### config.mk
export PLATFORM = sky130hd
export DESIGN_NAME = axi_llc_burst_read_unit
export DESIGN_NICKNAME = d
export VERILOG_FILES = /design/src/rtl/axi_llc_burst_read_unit_pkg.sv /design/src/rtl/axi_llc_burst_read_unit_fifo.sv /design/src/rtl/axi_llc_burst_read_unit.sv
export SDC_FILE = /design/constraint.sdc
export NUM_CORES = 1
export LEC_CHECK = 0
export ABC_AREA = 0
export ABC_CLOCK_PERIOD_IN_PS = 8200
export CAP_MARGIN = 20
export CORE_MARGIN = 2
export CORE_UTILIZATION = 35
export DETAILED_ROUTE_END_ITERATION = 16
export GPL_TIMING_DRIVEN = 0
export HOLD_SLACK_MARGIN = 0.15
export PLACE_DENSITY_LB_ADDON = 0.08
export SYNTH_ARGS = -nofsm -noshare
export SYNTH_HDL_FRONTEND = slang
export SYNTH_HIERARCHICAL = 1
export SYNTH_SLANG_ARGS = --single-unit
### constraint.sdc
create_clock -name clk_i -period 8.2 [get_ports clk_i]
set_input_delay 1.64 -clock clk_i [delete_from_list [all_inputs] [get_ports clk_i]]
set_output_delay 1.64 -clock clk_i [all_outputs]
set_load 0.005 [all_outputs]
### src/rtl/axi_llc_burst_read_unit_pkg.sv
// Shared types, constants and address helpers for the LLC read path.
// Holds the read FSM state encoding and the AXI burst address math.
package axi_llc_pkg;

   typedef struct packed {
      int unsigned SetAssociativity;
      int unsigned NumLines;
      int unsigned NumBlocks;
      int unsigned BlockSize;
   } llc_cfg_t;

   typedef struct packed {
      int unsigned SlvPortIdWidth;
      int unsigned AddrWidthFull;
      int unsigned DataWidthFull;
   } llc_axi_cfg_t;

   localparam int unsigned IdWidth      = 4;
   localparam int unsigned AddrWidth    = 32;
   localparam int unsigned DataWidth    = 64;
   localparam int unsigned ByteOffWidth = 3;
   localparam int unsigned BlkOffWidth  = 3;
   localparam int unsigned IndexWidth   = 6;
   localparam int unsigned NumWays      = 4;

   localparam logic [31:0] AxiLlcVersion = 32'h2021_0101;

   localparam logic [1:0] BurstFixed = 2'b00;
   localparam logic [1:0] BurstIncr  = 2'b01;
   localparam logic [1:0] BurstWrap  = 2'b10;
   localparam logic [1:0] RespOkay   = 2'b00;
   localparam logic [1:0] RespSlvErr = 2'b10;

   typedef enum logic [1:0] {
      Idle,
      Issue,
      Unlock
   } rd_state_e;

   typedef enum logic [1:0] {
      EvictUnit,
      RefilUnit,
      WChanUnit,
      RChanUnit
   } cache_unit_e;

   typedef struct packed {
      logic [IdWidth-1:0]   a_x_id;
      logic [AddrWidth-1:0] a_x_addr;
      logic [7:0]           a_x_len;
      logic [2:0]           a_x_size;
      logic [1:0]           a_x_burst;
      logic [1:0]           x_resp;
      logic                 x_last;
      logic [NumWays-1:0]   way_ind;
   } llc_desc_t;

   typedef struct packed {
      cache_unit_e            cache_unit;
      logic [NumWays-1:0]     way_ind;
      logic [IndexWidth-1:0]  line_addr;
      logic [BlkOffWidth-1:0] blk_offset;
      logic                   we;
      logic [DataWidth-1:0]   data;
      logic [DataWidth/8-1:0] strb;
   } llc_way_inp_t;

   typedef struct packed {
      cache_unit_e          cache_unit;
      logic [DataWidth-1:0] data;
   } llc_way_oup_t;

   typedef struct packed {
      logic [IndexWidth-1:0] index;
      logic [NumWays-1:0]    way_ind;
   } llc_lock_t;

   typedef struct packed {
      logic [IdWidth-1:0]   id;
      logic [DataWidth-1:0] data;
      logic [1:0]           resp;
      logic                 last;
   } llc_r_chan_t;

   function automatic logic [AddrWidth-1:0] axi_num_bytes(
      input logic [2:0] size
   );
      return AddrWidth'(1) << size;
   endfunction

   // Next beat address of a WRAP burst; len is the original beat count - 1.
   function automatic logic [AddrWidth-1:0] axi_wrap_addr(
      input logic [AddrWidth-1:0] addr,
      input logic [2:0]           size,
      input logic [7:0]           len
   );
      logic [AddrWidth-1:0] num;
      logic [AddrWidth-1:0] span;
      logic [AddrWidth-1:0] lower;
      logic [AddrWidth-1:0] nxt;
      num   = axi_num_bytes(size);
      span  = num * (AddrWidth'(len) + AddrWidth'(1));
      lower = addr & ~(span - AddrWidth'(1));
      nxt   = (addr & ~(num - AddrWidth'(1))) + num;
      return (nxt >= lower + span) ? lower : nxt;
   endfunction

endpackage

### src/rtl/axi_llc_burst_read_unit_fifo.sv
// Generic FIFO with optional fall-through, flush and usage count.
// Port list matches the common_cells fifo_v3 block.
module fifo_v3 #(
   parameter bit          FALL_THROUGH = 1'b0,
   parameter int unsigned DATA_WIDTH   = 32,
   parameter int unsigned DEPTH        = 8,
   parameter type         dtype        = logic [DATA_WIDTH-1:0],
   parameter int unsigned ADDR_DEPTH   = (DEPTH > 1) ? $clog2(DEPTH) : 1
) (
   input  logic                  clk_i,
   input  logic                  rst_ni,
   input  logic                  flush_i,
   input  logic                  testmode_i,
   output logic                  full_o,
   output logic                  empty_o,
   output logic [ADDR_DEPTH-1:0] usage_o,
   input  dtype                  data_i,
   input  logic                  push_i,
   output dtype                  data_o,
   input  logic                  pop_i
);

   logic [ADDR_DEPTH-1:0] rd_q, rd_d;
   logic [ADDR_DEPTH-1:0] wr_q, wr_d;
   logic [ADDR_DEPTH:0]   cnt_q, cnt_d;
   logic                  we;
   dtype                  mem_q [DEPTH];
   logic                  unused_testmode;

   assign unused_testmode = testmode_i;
   assign full_o  = (cnt_q == (ADDR_DEPTH+1)'(DEPTH));
   assign empty_o = (cnt_q == '0) & ~(FALL_THROUGH & push_i);
   assign usage_o = cnt_q[ADDR_DEPTH-1:0];

   function automatic logic [ADDR_DEPTH-1:0] ptr_inc(
      input logic [ADDR_DEPTH-1:0] p
   );
      return (p == ADDR_DEPTH'(DEPTH-1)) ? '0 : p + ADDR_DEPTH'(1);
   endfunction

   always_comb begin
      rd_d   = rd_q;
      wr_d   = wr_q;
      cnt_d  = cnt_q;
      we     = 1'b0;
      data_o = mem_q[rd_q];
      if (push_i && !full_o) begin
         we    = 1'b1;
         wr_d  = ptr_inc(wr_q);
         cnt_d = cnt_q + 1'b1;
      end
      if (pop_i && !empty_o) begin
         rd_d  = ptr_inc(rd_q);
         cnt_d = (push_i && !full_o) ? cnt_q : cnt_q - 1'b1;
      end
      // Empty and bypassed: data flies straight through, nothing stored.
      if (FALL_THROUGH && cnt_q == '0 && push_i) begin
         data_o = data_i;
         if (pop_i) begin
            cnt_d = cnt_q;
            rd_d  = rd_q;
            wr_d  = wr_q;
            we    = 1'b0;
         end
      end
   end

   always_ff @(posedge clk_i or negedge rst_ni) begin
      if (!rst_ni) begin
         rd_q  <= '0;
         wr_q  <= '0;
         cnt_q <= '0;
      end else if (flush_i) begin
         rd_q  <= '0;
         wr_q  <= '0;
         cnt_q <= '0;
      end else begin
         rd_q  <= rd_d;
         wr_q  <= wr_d;
         cnt_q <= cnt_d;
      end
   end

   always_ff @(posedge clk_i) begin
      if (we && !flush_i) begin
         mem_q[wr_q] <= data_i;
      end
   end

endmodule

### src/rtl/axi_llc_burst_read_unit.sv
// LLC read burst engine: splits a descriptor into data-way reads and
// returns R beats in order, then releases the line lock.
module axi_llc_burst_read_unit
   import axi_llc_pkg::*;
#(
   parameter llc_cfg_t     Cfg        = llc_cfg_t'(0),
   parameter llc_axi_cfg_t AxiCfg     = llc_axi_cfg_t'(0),
   parameter int unsigned  RFifoDepth = Cfg.NumBlocks,
   parameter type          desc_t     = llc_desc_t,
   parameter type          way_inp_t  = llc_way_inp_t,
   parameter type          way_oup_t  = llc_way_oup_t,
   parameter type          lock_t     = llc_lock_t,
   parameter type          r_chan_t   = llc_r_chan_t
) (
   input  logic     clk_i,
   input  logic     rst_i,
   input  logic     test_i,
   input  desc_t    desc_i,
   input  logic     desc_valid_i,
   output logic     desc_ready_o,
   output way_inp_t way_inp_o,
   output logic     way_inp_valid_o,
   input  logic     way_inp_ready_i,
   input  way_oup_t way_out_i,
   input  logic     way_out_valid_i,
   output logic     way_out_ready_o,
   output r_chan_t  r_chan_slv_o,
   output logic     r_chan_valid_o,
   input  logic     r_chan_ready_i,
   output lock_t    r_unlock_o,
   output logic     r_unlock_req_o,
   input  logic     r_unlock_gnt_i
);

   localparam int unsigned Depth    = (RFifoDepth == 0) ? 1 : RFifoDepth;
   localparam int unsigned CntWidth = $clog2(Depth + 1);
   localparam int unsigned MaxSize  = (AxiCfg.DataWidthFull < 16) ?
                                      ByteOffWidth :
                                      $clog2(AxiCfg.DataWidthFull / 8);
   localparam logic [2:0]  SizeMax  = 3'(MaxSize);
   localparam int unsigned IdxLsb   = ByteOffWidth + BlkOffWidth;

   typedef struct packed {
      logic [IdWidth-1:0] id;
      logic [1:0]         resp;
      logic               last;
      logic               bypass;
   } r_meta_t;

   rd_state_e            state_q, state_d;
   desc_t                desc_q, desc_d;
   logic [7:0]           wrap_len_q, wrap_len_d;
   logic [CntWidth-1:0]  credit_q, credit_d;

   logic                 issue, bypass, load;
   logic [2:0]           size_eff;
   logic [AddrWidth-1:0] nbytes, next_addr;
   r_meta_t              meta_in, meta_out;
   logic                 meta_empty, meta_full, meta_pop;
   r_chan_t              r_in;
   logic                 r_push, r_pop, r_empty, r_full;
   logic [$clog2(Depth) > 0 ? $clog2(Depth)-1 : 0:0] meta_usage, r_usage;
   logic                 unused_sig;

   assign bypass = (desc_q.x_resp != RespOkay);

   always_comb begin
      size_eff  = (desc_q.a_x_size > SizeMax) ? SizeMax : desc_q.a_x_size;
      nbytes    = axi_num_bytes(size_eff);
      next_addr = (desc_q.a_x_addr & ~(nbytes - AddrWidth'(1))) + nbytes;
      unique case (desc_q.a_x_burst)
         BurstFixed: next_addr = desc_q.a_x_addr;
         BurstWrap:  next_addr = axi_wrap_addr(desc_q.a_x_addr,
                                               size_eff, wrap_len_q);
         default:    ;
      endcase
   end

   always_comb begin
      state_d         = state_q;
      desc_d          = desc_q;
      wrap_len_d      = wrap_len_q;
      desc_ready_o    = 1'b0;
      way_inp_valid_o = 1'b0;
      r_unlock_req_o  = 1'b0;
      issue           = 1'b0;
      load            = 1'b0;
      unique case (state_q)
         Idle: begin
            desc_ready_o = 1'b1;
            load         = desc_valid_i;
         end
         Issue: begin
            if (credit_q != '0) begin
               way_inp_valid_o = ~bypass;
               issue           = bypass | way_inp_ready_i;
            end
            if (issue) begin
               if (desc_q.a_x_len == '0) begin
                  state_d = Unlock;
               end else begin
                  desc_d.a_x_len  = desc_q.a_x_len - 8'd1;
                  desc_d.a_x_addr = next_addr;
               end
            end
         end
         Unlock: begin
            r_unlock_req_o = 1'b1;
            if (r_unlock_gnt_i) begin
               desc_ready_o = 1'b1;
               load         = desc_valid_i;
               state_d      = Idle;
            end
         end
         default: state_d = Idle;
      endcase
      if (load) begin
         desc_d     = desc_i;
         wrap_len_d = desc_i.a_x_len;
         state_d    = Issue;
      end
      if (rst_i) begin
         desc_ready_o    = 1'b0;
         way_inp_valid_o = 1'b0;
         r_unlock_req_o  = 1'b0;
         issue           = 1'b0;
      end
   end

   always_comb begin
      credit_d = credit_q;
      if (issue && !r_pop) begin
         credit_d = credit_q - CntWidth'(1);
      end else if (!issue && r_pop && credit_q != CntWidth'(Depth)) begin
         credit_d = credit_q + CntWidth'(1);
      end
   end

   always_ff @(posedge clk_i) begin
      if (rst_i) begin
         state_q    <= Idle;
         desc_q     <= '0;
         wrap_len_q <= '0;
         credit_q   <= CntWidth'(Depth);
      end else begin
         state_q    <= state_d;
         desc_q     <= desc_d;
         wrap_len_q <= wrap_len_d;
         credit_q   <= credit_d;
      end
   end

   always_comb begin
      way_inp_o            = '0;
      way_inp_o.cache_unit = RChanUnit;
      way_inp_o.way_ind    = desc_q.way_ind;
      way_inp_o.line_addr  = desc_q.a_x_addr[IdxLsb +: IndexWidth];
      way_inp_o.blk_offset = desc_q.a_x_addr[ByteOffWidth +: BlkOffWidth];
      r_unlock_o           = '0;
      r_unlock_o.index     = desc_q.a_x_addr[IdxLsb +: IndexWidth];
      r_unlock_o.way_ind   = desc_q.way_ind;
   end

   always_comb begin
      meta_in.id     = desc_q.a_x_id;
      meta_in.resp   = desc_q.x_resp;
      meta_in.last   = desc_q.x_last & (desc_q.a_x_len == '0);
      meta_in.bypass = bypass;
   end

   // Credits reserve R FIFO space, so way data is never back-pressured.
   assign way_out_ready_o = ~rst_i & ~meta_empty & ~meta_out.bypass;
   assign r_push   = ~rst_i & ~meta_empty &
                     (meta_out.bypass | way_out_valid_i);
   assign meta_pop = r_push;

   always_comb begin
      r_in      = '0;
      r_in.id   = meta_out.id;
      r_in.resp = meta_out.resp;
      r_in.last = meta_out.last;
      r_in.data = (meta_out.resp == RespOkay) ?
                  way_out_i.data : DataWidth'(AxiLlcVersion);
   end

   assign r_chan_valid_o = ~rst_i & ~r_empty;
   assign r_pop          = r_chan_valid_o & r_chan_ready_i;

   fifo_v3 #(
      .FALL_THROUGH(1'b0),
      .DEPTH       (Depth),
      .dtype       (r_meta_t)
   ) i_meta_fifo (
      .clk_i     (clk_i),
      .rst_ni    (1'b1),
      .flush_i   (rst_i),
      .testmode_i(test_i),
      .full_o    (meta_full),
      .empty_o   (meta_empty),
      .usage_o   (meta_usage),
      .data_i    (meta_in),
      .push_i    (issue),
      .data_o    (meta_out),
      .pop_i     (meta_pop)
   );

   fifo_v3 #(
      .FALL_THROUGH(1'b1),
      .DEPTH       (Depth),
      .dtype       (r_chan_t)
   ) i_r_fifo (
      .clk_i     (clk_i),
      .rst_ni    (1'b1),
      .flush_i   (rst_i),
      .testmode_i(test_i),
      .full_o    (r_full),
      .empty_o   (r_empty),
      .usage_o   (r_usage),
      .data_i    (r_in),
      .push_i    (r_push),
      .data_o    (r_chan_slv_o),
      .pop_i     (r_pop)
   );

   assign unused_sig = ^{meta_full, r_full, meta_usage, r_usage,
                         way_out_i.cache_unit};

endmodule

======== Word-level counts from Yosys, hierarchy flattened ========
Memories as Yosys holds them, arrays and structs flattened.
Index checks and enable logic that the tools add are counted.
operators by class
  add/sub/neg operators ................... 12
  multipliers ............................. 1
  $lt $le $gt $ge ......................... 2
  equality and inequality tests ........... 16
  shifts and indexed selects .............. 1
  muxes and demuxes ....................... 46
  bitwise operators ....................... 21
  reduce and logical (&&, ||, !) cells .... 34
operators by type and width
  operator                                            number
  2-to-1 mux 40 bit                                   3
  2-to-1 mux 71 bit                                   1
  adder 32 bit                                        2
  bitwise AND 32 bit                                  2
  2-to-1 mux 64 bit                                   1
  inverter 32 bit                                     2
  case mux 32 bit (2 select lines)                    1
  subtractor 32 x 1 -> 32 bit, second input constant  2
  2-to-1 mux 52 bit                                   1
  >= comparator 32 bit                                1
  multiplier 32 x 9 -> 32 bit                         1
  2-to-1 mux 32 bit                                   1
  << shifter 1 x 3 -> 32 bit, first input constant    1
  2-to-1 mux 1 bit                                    23
  2-to-1 mux 2 bit                                    11
  inequality test 2 bit, second input constant        8
  AND reduction 4 bit                                 3
  logical AND 1 bit                                   10
  zero test 2 bit                                     5
  nonzero test 2 bit                                  5
  adder 8 x 1 -> 9 bit, second input constant         1
  inequality test 3 bit, second input constant        3
  zero test 8 bit                                     1
  inverter 1 bit                                      8
  17 further kinds                                    36
storage, ports and cells
  register bits after elaboration ......... 71
  RAM bits ................................ 79
  input bits .............................. 130
  output and inout port bits .............. 174
  logic and storage cells ................. 149
  memories ................................ 2
memories
  memory             words  width  read ports  clocked after Yosys merged registers in  wr ports  RTL line                            source
  i_r_fifo.mem_q     1      71     1           0                                        1         axi_llc_burst_read_unit_fifo.sv:27  dtype mem_q [DEPTH];
  i_meta_fifo.mem_q  1      8      1           0                                        1         axi_llc_burst_read_unit_fifo.sv:27

======== Longest topological paths before layout ========
  word-level depth ........................ 15
  mapped depth ............................ 43
  gate-level depth less buffers ........... 39

======== Hierarchy ========
Netlist, hierarchy kept.
modules (own cells, without submodules)
  module                   instances  cells an instance  area an instance (um^2)  seq. area each (um^2)
  axi_llc_burst_read_unit  1          1409               10511.3                  1341.3
  fifo_v3 (i_r_fifo)       1          171                3243.1                   2182.1
  fifo_v3 (i_meta_fifo)    1          24                 414.1                    290.3

======== Worst setup path before layout ========
OpenSTA, ideal clock, no wires.
  path kind ............................... reg2reg
  from .................................... register wrap_len_q[2]
  to ...................................... register desc_q[32] (netlist name)
  setup time .............................. 0.132 ns
  arrival time ............................ 8.877 ns
  required time ........................... 8.068 ns
  slack ................................... -0.808 ns
  stages on the path, launching flop included .. 40
  buffers on the path ..................... 2
  period minus slack after synthesis ...... 9.008 ns
  cell sequence ........................... dfxtp_1 -> and3_1 -> and3_1 -> nand3_1 -> xor2_1 -> or2_2 -> fa_1 -> fa_1 -> inv_1 -> fa_1 -> inv_1 -> fa_1 -> inv_1 -> ha_1 -> buf_2 -> nor2b_1 -> a221oi_1 -> o311ai_2 -> [4 not listed] -> nand4bb_1 -> a211oi_4 -> a31oi_4 -> nor2_1 -> xor2_1 -> ha_1 -> a21o_1 -> a21o_1 -> a21oi_1 -> o21ai_0 -> a211oi_1 -> nor3_1 -> nand2b_1 -> o22ai_1 -> clkbuf_1 -> o21ai_0 -> a221oi_1 -> nor3_1
on the way
  longest elaborated chain between the ends .. 13
RTL lines
  element                             RTL line                            source
  from (decl)                         axi_llc_burst_read_unit.sv:52       logic [7:0] wrap_len_q, wrap_len_d;
  from (signal assigned)              axi_llc_burst_read_unit.sv:148      wrap_len_q <= wrap_len_d;
  adder 8 x 1 -> 9 bit *              axi_llc_burst_read_unit_pkg.sv:102  span = num * (AddrWidth'(len) + AddrWidth'(1));
  multiplier 32 x 9 -> 32 bit *       axi_llc_burst_read_unit_pkg.sv:102
  subtractor 32 x 1 -> 32 bit         axi_llc_burst_read_unit_pkg.sv:103  lower = addr & ~(span - AddrWidth'(1));
  inverter 32 bit                     axi_llc_burst_read_unit_pkg.sv:103
  bitwise AND 32 bit                  axi_llc_burst_read_unit_pkg.sv:103
  adder 32 bit                        axi_llc_burst_read_unit_pkg.sv:105  return (nxt >= lower + span) ? lower : nxt;
  >= comparator 32 bit                axi_llc_burst_read_unit_pkg.sv:105
  2-to-1 mux 32 bit *                 axi_llc_burst_read_unit_pkg.sv:105
  case mux 32 bit (2 select lines) *  axi_llc_burst_read_unit.sv:71       unique case (desc_q.a_x_burst)
  2-to-1 mux 40 bit *                 axi_llc_burst_read_unit.sv:99       if (desc_q.a_x_len == '0) begin
  2-to-1 mux 40 bit *                 axi_llc_burst_read_unit.sv:98       if (issue) begin
  2-to-1 mux 40 bit *                 axi_llc_burst_read_unit.sv:88       unique case (state_q)
  2-to-1 mux 52 bit *                 axi_llc_burst_read_unit.sv:117      if (load) begin
  to (signal assigned)                axi_llc_burst_read_unit.sv:147      desc_q <= desc_d;
  to (decl)                           axi_llc_burst_read_unit.sv:51       desc_t desc_q, desc_d;
Every way passes the cells marked *; elsewhere a longest branch is shown, timed or not. The select of a mux whose other input is x is not followed.
A chain may end at the register's enable or synchronous reset.

======== Final worst setup path ========
  from .................................... register wrap_len_q[4]
  to ...................................... register desc_q, in the netlist r_unlock_o[8]
Same word-level chain as after synthesis.

==> impl_metrics.py <==
metrics = {
    "clock_tree": {
        "htree_levels": 4,
        "numCtsBuffers": 17,
        "clockBufferDepth": 2,
        "cts-root-buf": "clkbuf_16",
        "path_clk_slew_ps": 60,
        "clkLatencyLatePin_ps": 450,
        "cts.sinks": 150,
        "tritoncts": "built",
    },
    "grt": {
        "grt_first_pass_wirelength_um": 69700,
        "grt_max_degree": 19,
        "grt_pass1_vias": 12400,
        "antenna_found_initial": 1,
        "grt_use_total_pct": 21.4,
        "overflow": 0,
    },
    "final_layout": {
        "finalNonFillerCells": 2596,
        "layout.cells.most_common": "clkdlybuf4s50_1",
        "syn2layout_area_growth_pct": 43.0,
        "layout.area.seq_sq_mm": 0.00383,
        "fin_nets": 2317,
        "drive_gt1_share_pct": 25.9,
        "mostFrequentLayoutCells": "225 x clkdlybuf4s50_1, 167 x buf_4, 153 x nand2_1, 122 x nor2_1, 121 x conb_1",
        "fin_area_sq_mm": 0.0203,
        "multi_input_comb_area_sq_mm": 0.0105,
        "n_fill_cell": 3792,
        "utilization_pct": 50.9,
    },
    "sta": {
        "fin_skew_ps": 10.8,
        "setup_ws_ps": -645,
        "max_freq_ghz": 0.113,
        "post-route-period-util_pct": 108,
        "slew_headroom_pct": 26.0,
        "finalHoldViolCount": 0,
        "setup_viol": 32,
        "fin_crit_ps": 8850,
        "final_max_slew_viol_count": 0,
        "worst_slew_pin_slew_ps": 1110,
        "rsz0062_at_grt": "yes",
    },
    "route": {
        "wl_met1_um": 20500,
        "wl_per_cell_um": 17.7,
        "drc": 0,
        "routed_wl_um": 46000,
        "ant_nets": 0,
        "first_pass_iters": 7,
        "top_layer_used": "met4",
        "wl_met2_um": 21900,
        "viasPerCell": 5.00,
        "routed-wl-met3_um": 2690,
        "first_iter_violations": 808,
        "num_vias": 13000,
    },
    "synthesis": {
        "synth_seq_cells": 150,
        "netlist_area_sq_mm": 0.0142,
        "synth_simple_gate_area_share_pct": 21.0,
        "syn_area_per_cell_sq_um": 8.83,
        "yosys.cell_types.count": 104,
        "muxShareOfSynthArea_pct": 6.86,
        "synth_xor_area_share_pct": 5.56,
        "synth_top_area_share_pct": 16.7,
        "synth_top_area_cell": "edfxtp_1",
        "postSynthCellCount": 1604,
        "synth-compound-area-share_pct": 15.5,
        "yosys_warnings": 6,
        "synthFlopType": "edfxtp_1",
        "async_reset_ff_share_pct": 2.67,
        "synth.top_cells.by_area": "edfxtp_1 17%, dfxtp_1 9.5%, ha_1 7.7%",
        "yosysSeqAreaShare_pct": 26.9,
        "synth-edff-count": 79,
        "synth_top_family_by_area": "simple AND/OR/NAND/NOR gates",
        "synth_fa_ha_area_share_pct": 13.8,
    },
    "placement": {
        "place_congestion": 0.863,
        "dp_hpwl_um": 35100,
        "portBuffers": 225,
        "place_area_sq_mm": 0.0179,
        "dp_cells": 2477,
    },
    "worst_setup_path": {
        "rrSetupSlack_ps": -650,
        "cp_common_cell": "fa_1",
        "crit_arrival_ps": 9150,
        "cp-start-kind": "flop",
        "endpoint_kind": "flop",
        "timing.rr.end": "r_unlock_o[8]",
        "cp.required_ps": 8500,
        "slowest_stage": "fa_1",
        "critical_path.max_fanout": 10,
        "path_class": "flop to flop",
        "slowest_delay_ps": 490,
        "r2r_start": "wrap_len_q[4]",
        "ff2ff_path_depth": 39,
    },
    "hold_path": {
        "whs_endpoint": "i_meta_fifo/mem_q[0][6]",
        "min_path_type": "flop to flop",
        "hold_depth": 0,
        "min-delay-start": "desc_q[54]",
    },
    "power": {
        "p_leak_nw": 8.39,
        "power_frac_seq_pct": 22.2,
        "p_int_mw": 2.29,
        "powerDensity_mw_per_mm2": 191,
        "ir_drop_v": 0.000131,
        "p_sw_mw": 1.58,
        "clkPwrFrac_pct": 21.9,
        "pwr-share-comb_pct": 55.9,
        "sw_frac_of_total_pct": 40.8,
    },
    "floorplan": {
        "die-area_sq_mm": 0.0421,
        "die_w_um": 205,
        "coreArea_sq_mm": 0.0398,
        "ioPinCount": 304,
        "die_h_um": 205,
        "num_rows": 73,
        "start_util_pct": 35.6,
    },
    "job": {
        "drv_cap": 0,
    },
    "status": {
        "violations": "setup timing",
        "status": "finished, violations left",
    },
}
[how the worst max path moves through the flow]
stage	start	endpoint	slack, ps
finish	wrap_len_q[4]	r_unlock_o[8]	-650
floorplan	wrap_len_q[2]	desc_q[43]	-0.5
global route	wrap_len_q[1]	r_unlock_o[8]	-1000
detailed placement	desc_q[9]	way_inp_o[74]	-1680
global placement	desc_q[9]	way_inp_o[74]	-1710
CTS	wrap_len_q[2]	desc_q[50]	-650
[per-layer routing]
metal  track usage (%)  vias up
li1                  -     6356
met3              3.53       52
met5                 0        -
met2              36.0      384
met1              28.3     6184
met4              5.86        0
[per-stage QoR]
stage	power (mW)	setup TNS [ps]	setup slack, ps	hold slack, ps
after global placement	2.59	-107140	-1710	414
after CTS	3.76	-19210	-649	430
after floorplan	2.17	-0.498	-0.498	408
after global routing	4.12	-30260	-999	450
after detailed placement	2.60	-48760	-1680	415
final	3.87	-17870	-645	429
[cell usage after synthesis, types with 8 or more instances]
cell type / number
a21oi_1: 73
dfxtp_1: 67
fa_1: 43
o22ai_1: 8
mux2i_1: 9
xor2_1: 39
clkbuf_1: 56
nor3_1: 49
and2_1: 71
nor2_1: 130
o31ai_1: 8
mux2_2: 68
nand4_1: 16
inv_1: 81
nand2_1: 166
a221oi_1: 25
buf_2: 12
and3_1: 14
nor3b_1: 10
nand2b_1: 22
o211ai_1: 10
o21ai_1: 8
o21ai_0: 50
or3_1: 16
buf_4: 100
xnor2_1: 51
nand3_1: 29
a21o_1: 19
nor2b_1: 10
edfxtp_1: 79
a211oi_1: 11
o21a_1: 9
ha_1: 87
[final cells by class]
cell class                      instances  share of cell area (%)
Antenna cell                            1                  0.0123
Inverter                               81                    1.50
Clock inverter                         11                   0.858
Tap cell                              525                    3.24
Clock buffer                           21                    2.17
Timing Repair Buffer                  316                    15.2
Multi-Input combinational cell       1312                    51.8
Buffer                                179                    6.37
Sequential cell                       150                    18.9
[power by group through the flow]
stage | Combinational [mW] | Sequential, mW | Clock (mW)
2_1_floorplan | 1.31 | 0.861 | 0
3_3_place_gp | 1.71 | 0.874 | 0
3_5_place_dp | 1.72 | 0.873 | 0
4_1_cts | 2.04 | 0.858 | 0.863
5_1_grt | 2.37 | 0.864 | 0.893
6_report | 2.17 | 0.860 | 0.849
[sequential cells by signal, indices dropped and copies added (netlist names)]
signal / cells
state_q: 2
i_meta_fifo/mem_q: 8
i_r_fifo/cnt_q: 2
way_inp_o: 3
i_r_fifo/mem_q: 71
credit_q: 1
desc_q: 43
r_unlock_o: 10
wrap_len_q: 8
i_meta_fifo/cnt_q: 2
[what timing repair did]
action | CTS | global route
pin swaps | 103 | 96
hold buffers | 0 | 0
setup buffers | 61 | 26
gates cloned | 2 | 0
gates resized for setup | 161 | 61
endpoints found under the setup margin | 32 | 32
[worst max-delay path, delay by kind of cell, from the launching register on]
kind                       cells  cell delay, ps
AOI/OAI and AO/OA             13            2750
adders and majority gates      6            2330
buffers and inverters          7             890
and+or+nand+nor               11            2030
xor gates and xnor gates       2             330
DFF                            1             340
[cell families after synthesis]
| group | after synthesis |
|---|---|
| AOI/OAI and AO/OA | 305 |
| xor gates and xnor gates | 90 |
| adders and majority gates | 130 |
| buffers and inverters | 261 |
| DFF | 150 |
| muxes | 85 |
| other | 2 |
| and+or+nand+nor | 581 |
No activity file was read; power rests on OpenSTA's default activity.
